[config.mk]
export PLATFORM = sky130hd
export DESIGN_NAME = dmem_initiator_flat
export DESIGN_NICKNAME = d
export VERILOG_FILES = /design/src/rtl/dmem_initiator_pkg.sv /design/src/rtl/dmem_initiator_if.sv /design/src/rtl/dmem_initiator_size_decode.sv /design/src/rtl/dmem_initiator.sv /design/src/flat_wrapper.sv
export SDC_FILE = /design/constraint.sdc
export NUM_CORES = 1
export LEC_CHECK = 0
export CORE_ASPECT_RATIO = 0.75
export CORE_MARGIN = 1
export CORE_UTILIZATION = 38
export CTS_CLUSTER_DIAMETER = 120
export DETAILED_ROUTE_END_ITERATION = 16
export HOLD_SLACK_MARGIN = 0.05
export PLACE_DENSITY = 0.77
export SYNTH_ARGS = -nofsm -noshare
export SYNTH_HDL_FRONTEND = slang
export SYNTH_SLANG_ARGS = --single-unit
export TNS_END_PERCENT = 100
[constraint.sdc]
create_clock -name clk -period 1.8 [get_ports clk]
set_input_delay 0.27 -clock clk [delete_from_list [all_inputs] [get_ports clk]]
set_output_delay 0.27 -clock clk [all_outputs]
set_load 0.02 [all_outputs]
[src/rtl/dmem_initiator_pkg.sv]
// dmem_initiator_pkg: sign_mask/funct3 constants and FSM state type for the data memory initiator
package dmem_initiator_pkg;
  localparam logic [3:0] SM_LB  = 4'b1000;
  localparam logic [3:0] SM_LH  = 4'b1010;
  localparam logic [3:0] SM_LW  = 4'b0110;
  localparam logic [3:0] SM_LBU = 4'b0000;
  localparam logic [3:0] SM_LHU = 4'b0010;
  localparam logic [2:0] F3_B  = 3'b000;
  localparam logic [2:0] F3_H  = 3'b001;
  localparam logic [2:0] F3_W  = 3'b010;
  localparam logic [2:0] F3_BU = 3'b100;
  localparam logic [2:0] F3_HU = 3'b101;
  typedef enum logic [2:0] {SYNC, IDLE, ISSUE, WAIT_HI, WAIT_LO, RESP, ERR} state_t;
endpackage

[src/rtl/dmem_initiator_if.sv]
// dmem_initiator_if: MEM-stage request/response and data memory port; master = initiator, slave = stage+memory side
interface dmem_initiator_if;
  logic        req_valid;
  logic        req_ready;
  logic        req_we;
  logic [2:0]  req_funct3;
  logic [31:0] req_addr;
  logic [31:0] req_wdata;
  logic        rsp_valid;
  logic [31:0] rsp_rdata;
  logic        rsp_err;
  logic [31:0] dmem_addr;
  logic [31:0] dmem_write_data;
  logic        dmem_memwrite;
  logic        dmem_memread;
  logic [3:0]  dmem_sign_mask;
  logic [31:0] dmem_read_data;
  logic        dmem_clk_stall;
  modport master (
    input  req_valid, req_we, req_funct3, req_addr, req_wdata, dmem_read_data, dmem_clk_stall,
    output req_ready, rsp_valid, rsp_rdata, rsp_err, dmem_addr, dmem_write_data, dmem_memwrite, dmem_memread, dmem_sign_mask
  );
  modport slave (
    output req_valid, req_we, req_funct3, req_addr, req_wdata, dmem_read_data, dmem_clk_stall,
    input  req_ready, rsp_valid, rsp_rdata, rsp_err, dmem_addr, dmem_write_data, dmem_memwrite, dmem_memread, dmem_sign_mask
  );
endinterface

[src/rtl/dmem_initiator_size_decode.sv]
// dmem_initiator_size_decode: funct3/we/addr[1:0] -> sign_mask, misaligned, illegal (combinational)
module dmem_initiator_size_decode
  import dmem_initiator_pkg::*;
(
  input  logic [2:0] i_funct3,
  input  logic       i_we,
  input  logic [1:0] i_addr_lo,
  output logic [3:0] o_sign_mask,
  output logic       o_misaligned,
  output logic       o_illegal
);
  logic [3:0] w_mask;
  logic       w_known;
  assign w_mask = i_funct3 == F3_B  ? SM_LB  :
                  i_funct3 == F3_H  ? SM_LH  :
                  i_funct3 == F3_W  ? SM_LW  :
                  i_funct3 == F3_BU ? SM_LBU :
                  i_funct3 == F3_HU ? SM_LHU : 4'b0000;
  assign w_known = i_funct3 inside {F3_B, F3_H, F3_W, F3_BU, F3_HU};
  // stores only have the signed encodings; the unsigned ones are meaningless for them
  assign o_illegal = !w_known || (i_we && i_funct3[2]);
  assign o_sign_mask = i_we ? {1'b0, w_mask[2:0]} : w_mask;
  assign o_misaligned = (w_mask[2:1] == 2'b11 && i_addr_lo != 2'b00) || (w_mask[2:1] == 2'b01 && i_addr_lo[0]);
endmodule

[src/rtl/dmem_initiator.sv]
// dmem_initiator: one-outstanding load/store initiator driving a stall-handshaked data memory
module dmem_initiator
  import dmem_initiator_pkg::*;
#(
  parameter int TIMEOUT_CYCLES = 16
) (
  input logic             clk,
  input logic             rst_n,
  dmem_initiator_if.master bus
);
  localparam int CW = $clog2(TIMEOUT_CYCLES + 1);
  state_t        r_state;
  logic [CW-1:0] r_cnt;
  logic          r_we;
  logic          r_to;
  logic [3:0]    w_mask;
  logic          w_mis;
  logic          w_ill;
  logic          w_accept;
  logic          w_hit;
  dmem_initiator_size_decode u_dec (
    .i_funct3    (bus.req_funct3),
    .i_we        (bus.req_we),
    .i_addr_lo   (bus.req_addr[1:0]),
    .o_sign_mask (w_mask),
    .o_misaligned(w_mis),
    .o_illegal   (w_ill)
  );
  assign bus.req_ready = (r_state == IDLE) & ~bus.dmem_clk_stall;
  assign w_accept = bus.req_valid & bus.req_ready;
  // r_cnt is 0 on the first cycle of a state, so this fires on its TIMEOUT_CYCLES-th cycle
  assign w_hit = r_cnt == CW'(TIMEOUT_CYCLES - 1);
  always_ff @(posedge clk or negedge rst_n) begin
    if (!rst_n) begin
      r_state <= SYNC;
      r_cnt <= '0;
      r_we <= 1'b0;
      r_to <= 1'b0;
      bus.rsp_valid <= 1'b0;
      bus.rsp_rdata <= '0;
      bus.rsp_err <= 1'b0;
      bus.dmem_addr <= '0;
      bus.dmem_write_data <= '0;
      bus.dmem_memwrite <= 1'b0;
      bus.dmem_memread <= 1'b0;
      bus.dmem_sign_mask <= '0;
    end else begin
      r_cnt <= r_cnt == CW'(TIMEOUT_CYCLES) ? r_cnt : r_cnt + 1'b1;
      bus.dmem_memread <= 1'b0;
      bus.dmem_memwrite <= 1'b0;
      bus.rsp_valid <= 1'b0;
      bus.rsp_err <= 1'b0;
      case (r_state)
        SYNC: if (bus.dmem_clk_stall == 1'b0) begin
          r_state <= IDLE;
          r_cnt <= '0;
        end
        IDLE: if (w_accept) begin
          r_cnt <= '0;
          r_we <= bus.req_we;
          r_to <= 1'b0;
          bus.dmem_addr <= bus.req_addr;
          bus.dmem_write_data <= bus.req_wdata;
          bus.dmem_sign_mask <= w_mask;
          if (w_mis | w_ill) begin
            r_state <= ERR;
            bus.rsp_valid <= 1'b1;
            bus.rsp_err <= 1'b1;
            bus.rsp_rdata <= '0;
          end else begin
            r_state <= ISSUE;
            bus.dmem_memread <= ~bus.req_we;
            bus.dmem_memwrite <= bus.req_we;
          end
        end
        ISSUE: begin
          r_state <= WAIT_HI;
          r_cnt <= '0;
        end
        WAIT_HI: if (bus.dmem_clk_stall) begin
          r_state <= WAIT_LO;
          r_cnt <= '0;
        end else if (w_hit) begin
          r_state <= ERR;
          r_cnt <= '0;
          r_to <= 1'b1;
          bus.rsp_valid <= 1'b1;
          bus.rsp_err <= 1'b1;
          bus.rsp_rdata <= '0;
        end
        WAIT_LO: if (!bus.dmem_clk_stall) begin
          r_state <= RESP;
          r_cnt <= '0;
          bus.rsp_valid <= 1'b1;
          bus.rsp_rdata <= r_we ? '0 : bus.dmem_read_data;
        end else if (w_hit) begin
          r_state <= ERR;
          r_cnt <= '0;
          r_to <= 1'b1;
          bus.rsp_valid <= 1'b1;
          bus.rsp_err <= 1'b1;
          bus.rsp_rdata <= '0;
        end
        RESP: begin
          r_state <= IDLE;
          r_cnt <= '0;
        end
        ERR: begin
          // after a timeout the memory may still be mid-access, so resynchronise on its stall
          r_state <= r_to ? SYNC : IDLE;
          r_cnt <= '0;
        end
        default: r_state <= SYNC;
      endcase
    end
  end
endmodule
[src/flat_wrapper.sv]
// flat-port wrapper written by rule: the top's interface ports become plain ports
module dmem_initiator_flat import dmem_initiator_pkg::*;
#(
  parameter int TIMEOUT_CYCLES = 16
)
  (clk, rst_n, bus_req_valid, bus_req_we, bus_req_funct3, bus_req_addr, bus_req_wdata, bus_dmem_read_data, bus_dmem_clk_stall, bus_req_ready, bus_rsp_valid, bus_rsp_rdata, bus_rsp_err, bus_dmem_addr, bus_dmem_write_data, bus_dmem_memwrite, bus_dmem_memread, bus_dmem_sign_mask);
  dmem_initiator_if bus_i ();
  input logic clk;
  input logic rst_n;
  input wire logic [$bits(bus_i.req_valid)-1:0] bus_req_valid;
  input wire logic [$bits(bus_i.req_we)-1:0] bus_req_we;
  input wire logic [$bits(bus_i.req_funct3)-1:0] bus_req_funct3;
  input wire logic [$bits(bus_i.req_addr)-1:0] bus_req_addr;
  input wire logic [$bits(bus_i.req_wdata)-1:0] bus_req_wdata;
  input wire logic [$bits(bus_i.dmem_read_data)-1:0] bus_dmem_read_data;
  input wire logic [$bits(bus_i.dmem_clk_stall)-1:0] bus_dmem_clk_stall;
  output wire logic [$bits(bus_i.req_ready)-1:0] bus_req_ready;
  output wire logic [$bits(bus_i.rsp_valid)-1:0] bus_rsp_valid;
  output wire logic [$bits(bus_i.rsp_rdata)-1:0] bus_rsp_rdata;
  output wire logic [$bits(bus_i.rsp_err)-1:0] bus_rsp_err;
  output wire logic [$bits(bus_i.dmem_addr)-1:0] bus_dmem_addr;
  output wire logic [$bits(bus_i.dmem_write_data)-1:0] bus_dmem_write_data;
  output wire logic [$bits(bus_i.dmem_memwrite)-1:0] bus_dmem_memwrite;
  output wire logic [$bits(bus_i.dmem_memread)-1:0] bus_dmem_memread;
  output wire logic [$bits(bus_i.dmem_sign_mask)-1:0] bus_dmem_sign_mask;
  assign bus_i.req_valid = bus_req_valid;
  assign bus_i.req_we = bus_req_we;
  assign bus_i.req_funct3 = bus_req_funct3;
  assign bus_i.req_addr = bus_req_addr;
  assign bus_i.req_wdata = bus_req_wdata;
  assign bus_i.dmem_read_data = bus_dmem_read_data;
  assign bus_i.dmem_clk_stall = bus_dmem_clk_stall;
  assign bus_req_ready = bus_i.req_ready;
  assign bus_rsp_valid = bus_i.rsp_valid;
  assign bus_rsp_rdata = bus_i.rsp_rdata;
  assign bus_rsp_err = bus_i.rsp_err;
  assign bus_dmem_addr = bus_i.dmem_addr;
  assign bus_dmem_write_data = bus_i.dmem_write_data;
  assign bus_dmem_memwrite = bus_i.dmem_memwrite;
  assign bus_dmem_memread = bus_i.dmem_memread;
  assign bus_dmem_sign_mask = bus_i.dmem_sign_mask;
  dmem_initiator #(.TIMEOUT_CYCLES(TIMEOUT_CYCLES)) u_core (.clk(clk), .rst_n(rst_n), .bus(bus_i));
endmodule
==> impl_metrics.toml <==
[critical_path]
path_cells = "buf_4 > or4b_1 > or2_1 > buf_12 > o32ai_2"
worst_setup_path_end_kind = "flip-flop"
crit_buf_inv = 2
cp.depth = 5
reg2reg_to = "u_core.bus.rsp_rdata[15]"
crit_slowest_cell = "or4b_1"
rrSetupSlack_ns = 0.06
r2r_cells = 5
cp.required_ns = 2.10
crit_arrival_ns = 2.04
timing.rr.start = "u_core.r_state[2]"
crit_path_max_incr_delay_ns = 0.45
path_delay_family = "simple AND/OR/NAND/NOR gates"
crit_path_start_kind = "flip-flop"
path_class = "flip-flop to flip-flop"
path_max_fanout = 32

[outcome]
status = "finished clean"

[detailed_routing]
drtIter0Drc = 115
drt_pre_antenna_iters = 4
ant_nets = 0
vias_per_cell = 4.93
vias = 3778
drt_wl_total_um = 12800
drc_errors = 0
wl_per_cell_um = 16.6

[global_routing]
grt_pass1_vias = 3998
grt_pass1_wl_um = 20000
grt_overflow = 0
antenna_found_initial = 0
grt_start_max_net_pins = 47
grt.total_usage_pct = 20.5

[logic_synthesis]
synth-edff-count = 0
synth.distinct_cells = 45
synth_fa_ha_area_share_pct = 0.796
synth_top_cell_area_share_pct = 60.0
yosysSeqAreaShare_pct = 60.0
synth_top_family_by_area = "multiplexers"
synthXorXnorAreaFrac_pct = 0.557
synthCells = 368
synth_nets = 475
ys_top_cells_by_area = "dfrtp_1 (60%), mux2_1 (16%), o32ai_1 (5.9%)"
synthArstFlopShare_pct = 100
syn_area_um2 = 4710
synth_top_area_cell = "dfrtp_1"
avgSynthCellArea_um2 = 12.8
yosys_warnings = 0
synth-seq-cells = 113
synth-main-ff-cell = "dfrtp_1"
yosys.area_share.simple_pct = 7.11
synth_compound_area_share_pct = 9.32
synthMuxAreaShare_pct = 16.2

[floorplanning]
start_util_pct = 39.9
rows = 34
die_x_um = 131
io_pins = 209
core_area_um2 = 11800
die_y_um = 98.5
dieArea_um2 = 12900

[sta]
fmax_mhz = 574
period_needed_ns = 1.74
hold_ws_ns = 0.402
setup_ws_ns = 0.0582
period_share_pct = 96.8
setup_violations = 0
tightest_slew_ns = 0.553
fin_skew_ns = 0.00735
drv_slew = 0
relSlewSlack_pct = 63.2
hold_violations = 0

[layout]
syn2layout_area_growth_pct = 66.5
antenna_cells = 0
finish.utilization_pct = 66.4
nets = 699
final_layout_size_suffix_gt1_share_pct = 13.1

[clock_tree]
cts-root-buf = "clkbuf_16"
cts_tree = "done"
cts_made_buffers = 17
clock_latency_ns = 0.40
htreeDepth = 4
cts.clk_slew.worst_paths_ns = 0.06
cts.sinks = 113
clock_path_buffers = 2

[placement]
dp_slack_ns = -0.300
gp_congestion = 0.772
io_buffers = 207
dp_hpwl_um = 8950

[power_and_ir_drop]
ir_drop_mv = 0.922
p_per_area_nw_per_um2 = 1760
p_leak_nw = 3.40
finalPower_mw = 13.8

[min_path]
hold_path.class = "input pin to async pin"

[run]
maxCapViolations = 0
## report_power, final
part	switching [mW]	leakage, nW	internal (mW)	total, mW
combinational	2.87	1.69	3.07	5.94
sequential	0.687	1.42	3.73	4.42
clock	1.25	0.290	2.23	3.48
## cell families after synthesis
family	after synthesis
XOR/XNOR	3
multiplexers	68
adder cells (fa/ha/maj)	3
AND/OR/NAND/NOR	63
AO/OA/AOI/OAI	54
buffers and inverters	63
other	1
flip-flops	113
## synth_stat cells, drive strengths merged (4+ instances only)
cell type	n
nand2	33
buf	18
o32ai	32
mux2	67
clkbuf	9
dfrtp	113
nor2	4
inv	36
## per-layer routing
layer	global-route usage (%)	vias to the layer above	routed length [um]
li1	-	1750	-
met1	23.5	1873	5040
met2	35.1	134	6620
met3	6.03	21	843
met4	9.20	0	262
met5	0	-	0
## metrics by stage
step | area, um^2 | std cells | TNS [ns]
after floorplan | 4720 | 368 | 0
after global routing | 7850 | 767 | -0.00543
after detailed placement | 7120 | 734 | -24.61
after CTS | 7750 | 767 | 0
final | 7850 | 767 | 0
after global placement | 7120 | 734 | -18.17
## worst reg2reg max path, stage by stage, from the launching register on
cell and delay (ns):
dfrtp_1 0.43, buf_4 0.16, or4b_1 0.45, or2_1 0.26, buf_12 0.18, o32ai_2 0.17
## how the worst max path moves through the flow
| stage | start | end | slack (ns) |
|---|---|---|---|
| after floorplan | u_core.r_state[2] | u_core.bus.dmem_write_data[22] | 0.03 |
| after detailed placement | bus_req_funct3[2] | u_core.r_state[2] | -0.30 |
| final | u_core.r_state[2] | u_core.bus.rsp_rdata[15] | 0.06 |
| after CTS | u_core.r_cnt[1] | u_core.bus.rsp_rdata[0] | 0.01 |
| after global placement | bus_req_funct3[2] | u_core.r_state[2] | -0.26 |
| after global routing | u_core.r_state[2] | u_core.bus.rsp_rdata[15] | -0.005 |
## state kept, by name, indices dropped and copies added (netlist names)
| name | cells |
|---|---|
| u_core.bus.dmem_addr | 32 |
| u_core.bus.dmem_memwrite | 1 |
| u_core.bus.rsp_rdata | 32 |
| u_core.r_state | 3 |
| u_core.r_we | 1 |
| u_core.bus.dmem_sign_mask | 3 |
| u_core.bus.rsp_valid | 1 |
| u_core.bus.dmem_memread | 1 |
| u_core.r_cnt | 5 |
| u_core.bus.dmem_write_data | 32 |
| u_core.r_to | 1 |
| u_core.bus.rsp_err | 1 |
## area by class of cell
cell class                      count  area [um^2]
Timing Repair Buffer              232         2350
Clock inverter                     14          178
Clock buffer                       18          439
Fill cell                         867         3980
Multi-Input combinational cell    192         1720
Tap cell                          162          203
Sequential cell                   113         2830
Inverter                           36          135
## timing repair
action / 4_1_cts / 5_1_grt
setup endpoints to repair: 23 / 25
pin swaps: 0 / 0
gates resized for setup: 4 / 16
gates cloned: 0 / 0
hold buffers: 1 / 0
setup buffers: 0 / 0
hold endpoints to repair: 38 / 0
## placed cells by master (no fill, tap or decap), types with 3 or more instances in the layout
cell,synthesis,routed
o32ai_2,0,12
nand2_1,33,32
a21oi_1,3,3
inv_6,0,5
buf_12,0,7
nand2b_1,3,3
a31oi_1,3,3
nor2_1,4,4
clkinvlp_4,0,4
buf_4,1,18
nor4bb_1,3,3
dfrtp_1,113,111
inv_1,36,36
clkdlybuf4s50_1,0,205
clkbuf_16,0,17
bufinv_16,0,3
nor2b_1,3,3
mux2_1,67,67
o32ai_1,32,20
Power figures use the tool's default switching activity.
